## config.mk

```make
export PLATFORM = sky130hd
export DESIGN_NAME = uart_boot_loader
export DESIGN_NICKNAME = d
export VERILOG_FILES = /design/src/rtl/uart_boot_loader.sv
export SDC_FILE = /design/constraint.sdc
export NUM_CORES = 1
export LEC_CHECK = 0
export ABC_AREA = 1
export CAP_MARGIN = 20
export CORE_MARGIN = 2
export CORE_UTILIZATION = 45
export DETAILED_ROUTE_END_ITERATION = 16
export GPL_ROUTABILITY_DRIVEN = 0
export PLACE_DENSITY = 0.63
export SYNTH_ARGS = -nofsm -noshare
export SYNTH_HDL_FRONTEND = slang
export SYNTH_SLANG_ARGS = --single-unit
```

## constraint.sdc

```tcl
create_clock -name clk -period 2.17 [get_ports clk]
set_input_delay 0.5425 -clock clk [delete_from_list [all_inputs] [get_ports clk]]
set_output_delay 0.5425 -clock clk [all_outputs]
set_load 0.01 [all_outputs]
```

## src/rtl/uart_boot_loader.sv

```systemverilog
// UART (8N1) boot loader: receives a length-prefixed image and writes it into SRAM
// over the PicoRV32 native memory interface, holding the CPU in reset until complete.
module uart_boot_loader #(
    parameter int unsigned CLK_DIV   = 868,
    parameter logic [31:0] BASE_ADDR = 32'h0000_0000,
    parameter int unsigned MAX_WORDS = 8192
) (
    input  logic        clk,
    input  logic        rst_n,
    input  logic        uart_rx,
    output logic        mem_valid,
    input  logic        mem_ready,
    output logic [31:0] mem_addr,
    output logic [31:0] mem_wdata,
    output logic [3:0]  mem_wstrb,
    output logic        cpu_resetn,
    output logic        busy,
    output logic        done,
    output logic        err
);

    localparam int unsigned CNT_W = $clog2(CLK_DIV);
    localparam logic [CNT_W-1:0] HALF_M1 = CNT_W'(CLK_DIV / 2 - 1);
    localparam logic [CNT_W-1:0] FULL_M1 = CNT_W'(CLK_DIV - 1);
    localparam logic [31:0] MAX_N = 32'(MAX_WORDS);

    typedef enum logic [1:0] {RX_IDLE, RX_START, RX_DATA, RX_STOP} rx_state_e;
    typedef enum logic [2:0] {LD_LEN, LD_DATA, LD_WRITE, LD_DONE, LD_ERROR} ld_state_e;

    rx_state_e        rx_state_q;
    logic [1:0]       rx_sync_q;
    logic             rx_prev_q;
    logic [CNT_W-1:0] rx_cnt_q;
    logic [2:0]       rx_bit_q;
    logic [7:0]       rx_shift_q;
    logic             rx_valid_q;
    logic             rx_ferr_q;
    logic             rx_start_q;

    ld_state_e        ld_state_q;
    logic [31:0]      len_q;
    logic [31:0]      idx_q;
    logic [31:0]      word_q;
    logic [1:0]       bcnt_q;
    logic             mem_valid_q;
    logic [31:0]      mem_addr_q;
    logic [31:0]      mem_wdata_q;
    logic [3:0]       mem_wstrb_q;
    logic             cpu_resetn_q;
    logic             busy_q;
    logic             done_q;
    logic             err_q;

    logic             rx_line_c;
    logic [31:0]      rx_word_c;

    assign rx_line_c = rx_sync_q[1];
    assign rx_word_c = {rx_shift_q, word_q[31:8]};

    // Receiver: start-bit qualification at mid-bit, then 8 data bits and a stop bit
    always_ff @(posedge clk) begin
        if (!rst_n) begin
            rx_sync_q  <= 2'b11;
            rx_prev_q  <= 1'b1;
            rx_state_q <= RX_IDLE;
            rx_cnt_q   <= '0;
            rx_bit_q   <= '0;
            rx_shift_q <= '0;
            rx_valid_q <= 1'b0;
            rx_ferr_q  <= 1'b0;
            rx_start_q <= 1'b0;
        end else begin
            rx_sync_q  <= {rx_sync_q[0], uart_rx};
            rx_prev_q  <= rx_line_c;
            rx_valid_q <= 1'b0;
            rx_ferr_q  <= 1'b0;
            rx_start_q <= 1'b0;
            case (rx_state_q)
                RX_IDLE: begin
                    if (rx_prev_q && !rx_line_c) begin
                        rx_state_q <= RX_START;
                        rx_cnt_q   <= HALF_M1;
                    end
                end
                RX_START: begin
                    if (rx_cnt_q == '0) begin
                        if (rx_line_c) begin
                            rx_state_q <= RX_IDLE;
                        end else begin
                            rx_state_q <= RX_DATA;
                            rx_cnt_q   <= FULL_M1;
                            rx_bit_q   <= '0;
                            rx_start_q <= 1'b1;
                        end
                    end else begin
                        rx_cnt_q <= rx_cnt_q - 1'b1;
                    end
                end
                RX_DATA: begin
                    if (rx_cnt_q == '0) begin
                        rx_shift_q <= {rx_line_c, rx_shift_q[7:1]};
                        rx_cnt_q   <= FULL_M1;
                        if (rx_bit_q == 3'd7) begin
                            rx_state_q <= RX_STOP;
                        end else begin
                            rx_bit_q <= rx_bit_q + 1'b1;
                        end
                    end else begin
                        rx_cnt_q <= rx_cnt_q - 1'b1;
                    end
                end
                RX_STOP: begin
                    if (rx_cnt_q == '0) begin
                        rx_state_q <= RX_IDLE;
                        rx_valid_q <= rx_line_c;
                        rx_ferr_q  <= !rx_line_c;
                    end else begin
                        rx_cnt_q <= rx_cnt_q - 1'b1;
                    end
                end
                default: rx_state_q <= RX_IDLE;
            endcase
        end
    end

    // Loader: length word, then data words each followed by one SRAM write
    always_ff @(posedge clk) begin
        if (!rst_n) begin
            ld_state_q   <= LD_LEN;
            len_q        <= '0;
            idx_q        <= '0;
            word_q       <= '0;
            bcnt_q       <= '0;
            mem_valid_q  <= 1'b0;
            mem_addr_q   <= BASE_ADDR;
            mem_wdata_q  <= '0;
            mem_wstrb_q  <= 4'b0000;
            cpu_resetn_q <= 1'b0;
            busy_q       <= 1'b0;
            done_q       <= 1'b0;
            err_q        <= 1'b0;
        end else begin
            if (rx_start_q && (ld_state_q != LD_DONE) && (ld_state_q != LD_ERROR)) begin
                busy_q <= 1'b1;
            end
            case (ld_state_q)
                LD_LEN, LD_DATA: begin
                    if (rx_ferr_q) begin
                        ld_state_q <= LD_ERROR;
                        err_q      <= 1'b1;
                        busy_q     <= 1'b0;
                    end else if (rx_valid_q) begin
                        word_q <= rx_word_c;
                        bcnt_q <= bcnt_q + 1'b1;
                        if (bcnt_q == 2'd3) begin
                            if (ld_state_q == LD_LEN) begin
                                len_q <= rx_word_c;
                                idx_q <= '0;
                                if (rx_word_c == '0) begin
                                    ld_state_q   <= LD_DONE;
                                    done_q       <= 1'b1;
                                    cpu_resetn_q <= 1'b1;
                                    busy_q       <= 1'b0;
                                end else if (rx_word_c > MAX_N) begin
                                    ld_state_q <= LD_ERROR;
                                    err_q      <= 1'b1;
                                    busy_q     <= 1'b0;
                                end else begin
                                    ld_state_q <= LD_DATA;
                                end
                            end else begin
                                ld_state_q  <= LD_WRITE;
                                mem_valid_q <= 1'b1;
                                mem_wstrb_q <= 4'b1111;
                                mem_wdata_q <= rx_word_c;
                                mem_addr_q  <= BASE_ADDR + {idx_q[29:0], 2'b00};
                            end
                        end
                    end
                end
                LD_WRITE: begin
                    // Any byte completing while a write is pending has nowhere to go
                    if (rx_ferr_q || rx_valid_q) begin
                        ld_state_q  <= LD_ERROR;
                        err_q       <= 1'b1;
                        busy_q      <= 1'b0;
                        mem_valid_q <= 1'b0;
                        mem_wstrb_q <= 4'b0000;
                    end else if (mem_ready) begin
                        mem_valid_q <= 1'b0;
                        mem_wstrb_q <= 4'b0000;
                        if (idx_q + 32'd1 == len_q) begin
                            ld_state_q   <= LD_DONE;
                            done_q       <= 1'b1;
                            cpu_resetn_q <= 1'b1;
                            busy_q       <= 1'b0;
                        end else begin
                            idx_q      <= idx_q + 32'd1;
                            ld_state_q <= LD_DATA;
                        end
                    end
                end
                LD_DONE: begin
                    busy_q <= 1'b0;
                end
                LD_ERROR: begin
                    busy_q      <= 1'b0;
                    mem_valid_q <= 1'b0;
                    mem_wstrb_q <= 4'b0000;
                end
                default: ld_state_q <= LD_ERROR;
            endcase
        end
    end

    assign mem_valid  = mem_valid_q;
    assign mem_addr   = mem_addr_q;
    assign mem_wdata  = mem_wdata_q;
    assign mem_wstrb  = mem_wstrb_q;
    assign cpu_resetn = cpu_resetn_q;
    assign busy       = busy_q;
    assign done       = done_q;
    assign err        = err_q;

endmodule

```

==> impl_metrics.json <==
{
  "postRouteAntennaNets": 0,
  "holdBufCountCts": 0,
  "r2r_cells": 18,
  "ys.warnings.count": 0,
  "hold_viol_final": 0,
  "port_buffers": 74,
  "firstDrtPassIters": 5,
  "crit_chain": "buf_4 > nand2_4 > nor2_4 > nand2_4 > nor2_4 > buf_4 > nand3_1 > nand3_1 > nand2_2 > nor2_1 > nand2_1 > nor2_2 > nand3_1 > nand2_2 > nand2_8 > clkbuf_16 > a21oi_1 > nor2_1",
  "drv_slew": 0,
  "grt_overflow": 0,
  "critPathArrivalTime_ns": 2.96,
  "drive_above_1_share": 0.201,
  "skew_ns": 0.0112,
  "setup_ws_ns": -0.455,
  "p_sw_frac": 0.366,
  "min_period_over_period": 1.21,
  "clock_power_share": 0.292,
  "seq_area_sq_mm": 0.00378,
  "coreArea_sq_mm": 0.0202,
  "grt_max_degree": 65,
  "via_count": 9625,
  "r2r_start": "idx_q[4]",
  "dp_hpwl_um": 19300,
  "clock_sinks": 188,
  "synth_top_area_frac": 0.409,
  "wl_per_cell_um": 15.1,
  "synth_area_leaders": "dfxtp_1, nand2_1, a21oi_1",
  "yosysMostFrequentCell": "nand2_1",
  "synth_largest_area_cell": "dfxtp_1",
  "p_sw_mw": 3.96,
  "drt_iter0_drc": 781,
  "cp_slowest_cell": "dfxtp_2",
  "synthToLayoutAreaGrowth_pct": 35.1,
  "tritoncts": "done",
  "rsz0062_at_grt": "true",
  "slowest_delay_ns": 0.36,
  "power_frac_seq": 0.366,
  "startpoint": "idx_q[4]",
  "num_antenna_cells": 0,
  "wirelength_um": 27900,
  "setup_viol": 35,
  "required_ns": 2.51,
  "crit_fanout": 14,
  "worstSetupPathType": "register to register",
  "htree_levels": 4,
  "max_cap_viol_count": 0,
  "drc": 0,
  "yosysSeqAreaShare": 0.409,
  "synth-edff-count": 0,
  "r2r_slack_ns": -0.46,
  "final_cell_area_sq_mm": 0.0124,
  "multi_input_area_sq_mm": 0.00504,
  "r2r_end": "idx_q[2]",
  "yosys-top-cells-count": "nand2_1, dfxtp_1, nor2_1",
  "p_int_mw": 6.85,
  "antenna_found_initial": 0,
  "ys_seq_elements": 188,
  "synth.cell_area_sq_mm": 0.00919,
  "async_flop_share": 0,
  "ys_types": 38,
  "pwr-share-comb": 0.342,
  "cp_common_cell": "nand3_1",
  "grt_pass1_vias": 8532,
  "hp-class": "register to register",
  "cts_buffers": 17,
  "grt_pass1_wl_um": 44400,
  "p_per_area_mw_per_mm2": 870,
  "vdd_drop_max_mv": 0.658,
  "die_w_um": 147,
  "start_util": 0.456,
  "rows": 52,
  "boundaryPins": 77,
  "dieHeight_um": 147,
  "vias_per_cell": 5.19,
  "clk_latency_ns": 0.45,
  "clkTransAtPathRegs_ns": 0.08,
  "status": "finished with violations",
  "synth_ff_type": "dfxtp_1",
  "clockBufferDepth": 2,
  "track_usage": 0.255,
  "tns_ns": -14.04,
  "syn_avg_cell_area_sq_um": 6.64,
  "fin_nets": 1586,
  "synthCells": 1384,
  "place_area_sq_mm": 0.0112,
  "crit_path_start_kind": "register",
  "die-area_sq_mm": 0.0216,
  "fin_crit_ns": 2.63,
  "fillers": 1866,
  "p_leak_nw": 5.12,
  "clock.fmax_ghz": 0.381,
  "violations": "negative setup slack",
  "cts.root.buffer_cell": "clkbuf_16",
  "cp-end-kind": "register",
  "fin_util": 0.616,
  "crit_path_end": "idx_q[2]"
}
[worst max-delay path, delay by kind of cell, from the launching register on]
family | cells | cell delay, ns
compound gates | 1 | 0.13
buf+inv | 3 | 0.47
flops | 1 | 0.36
simple gates | 14 | 1.57
[final cells by class]
type	count	area share
clock buffers	18	0.0354
multi-input cells	993	0.406
repair buffers	238	0.174
clock inverters	14	0.0119
flip-flops and latches	188	0.305
inverters	134	0.0408
well taps	270	0.0272
[metrics by stage]
step | cells | hold WS, ns | setup WS (ns) | power (mW)
6_report | 1855 | 0.417 | -0.455 | 10.8
5_1_grt | 1855 | 0.437 | -0.559 | 11.4
4_1_cts | 1843 | 0.420 | -0.301 | 10.4
3_5_place_dp | 1809 | 0.402 | -0.499 | 7.18
3_3_place_gp | 1809 | 0.396 | -0.508 | 7.15
2_1_floorplan | 1385 | 0.393 | -0.00339 | 6.02
[power by group through the flow]
| stage | Combinational (mW) | Clock (mW) | Sequential (mW) |
|---|---|---|---|
| 2_1_floorplan | 2.04 | 0 | 3.98 |
| 3_3_place_gp | 3.15 | 0 | 4.00 |
| 3_5_place_dp | 3.18 | 0 | 4.00 |
| 4_1_cts | 3.31 | 3.19 | 3.94 |
| 5_1_grt | 4.12 | 3.33 | 3.99 |
| 6_report | 3.70 | 3.15 | 3.95 |
[worst min path at each step]
stage	start	endpoint	slack, ns	depth (start not counted)
after floorplan	rx_sync_q[0]	rx_sync_q[1]	0.39	1
after global placement	rx_sync_q[0]	rx_sync_q[1]	0.40	1
after detailed placement	rx_sync_q[0]	rx_sync_q[1]	0.40	1
after CTS	rx_sync_q[0]	rx_sync_q[1]	0.42	1
after global routing	rx_sync_q[0]	rx_sync_q[1]	0.44	1
final	rx_sync_q[0]	rx_sync_q[1]	0.42	1
[kinds of logic (layout without fill, tap and decap cells)]
kind of cell / count (synthesis) / in the layout / synth area share
AND/OR/NAND/NOR: 670 / 670 / 0.307
AO/OA/AOI/OAI: 302 / 302 / 0.171
XOR/XNOR: 9 / 9 / 0.0101
adder cells (fa/ha/maj): 10 / 10 / 0.0136
flip-flops: 188 / 188 / 0.409
other: 1 / 2 / 0.000408
buffers and inverters: 204 / 404 / 0.0892
[placed cells by master, fill, tap and decap left out, drive strengths merged, types with 12 or more instances in the layout]
cell type / netlist / routed
nand3: 122 / 122
o21ai: 134 / 134
clkdlybuf4s50: 0 / 73
inv: 133 / 139
nor3: 13 / 13
dfxtp: 188 / 188
a211oi: 12 / 12
nand2: 312 / 312
buf: 16 / 162
nor2: 194 / 194
clkbuf: 54 / 21
a21oi: 146 / 146
[registers in the layout (all words and copies together), names as in the netlist, 2 cells and up, named ones only]
name,count
rx_shift_q,8
word_q,24
len_q,32
mem_wdata,32
mem_addr,30
ld_state_q,3
idx_q,32
rx_bit_q,3
rx_sync_q,2
rx_cnt_q,10
bcnt_q,2
[metal layers]
| layer | global-route usage | wire length [um] | up-vias |
|---|---|---|---|
| li1 | - | - | 4899 |
| met1 | 0.378 | 13400 | 4381 |
| met2 | 0.386 | 12400 | 304 |
| met3 | 0.0360 | 1510 | 41 |
| met4 | 0.0779 | 556 | 0 |
| met5 | 0 | 0 | - |
[what timing repair did]
action                                  4_1_cts  5_1_grt
endpoints found under the setup margin       37       61
gates cloned                                  0        4
pin swaps                                    15       21
hold endpoints to repair                      0        0
buffers inserted                              4        9
gates resized for setup                      57       70
Power figures use the tool's default switching activity.
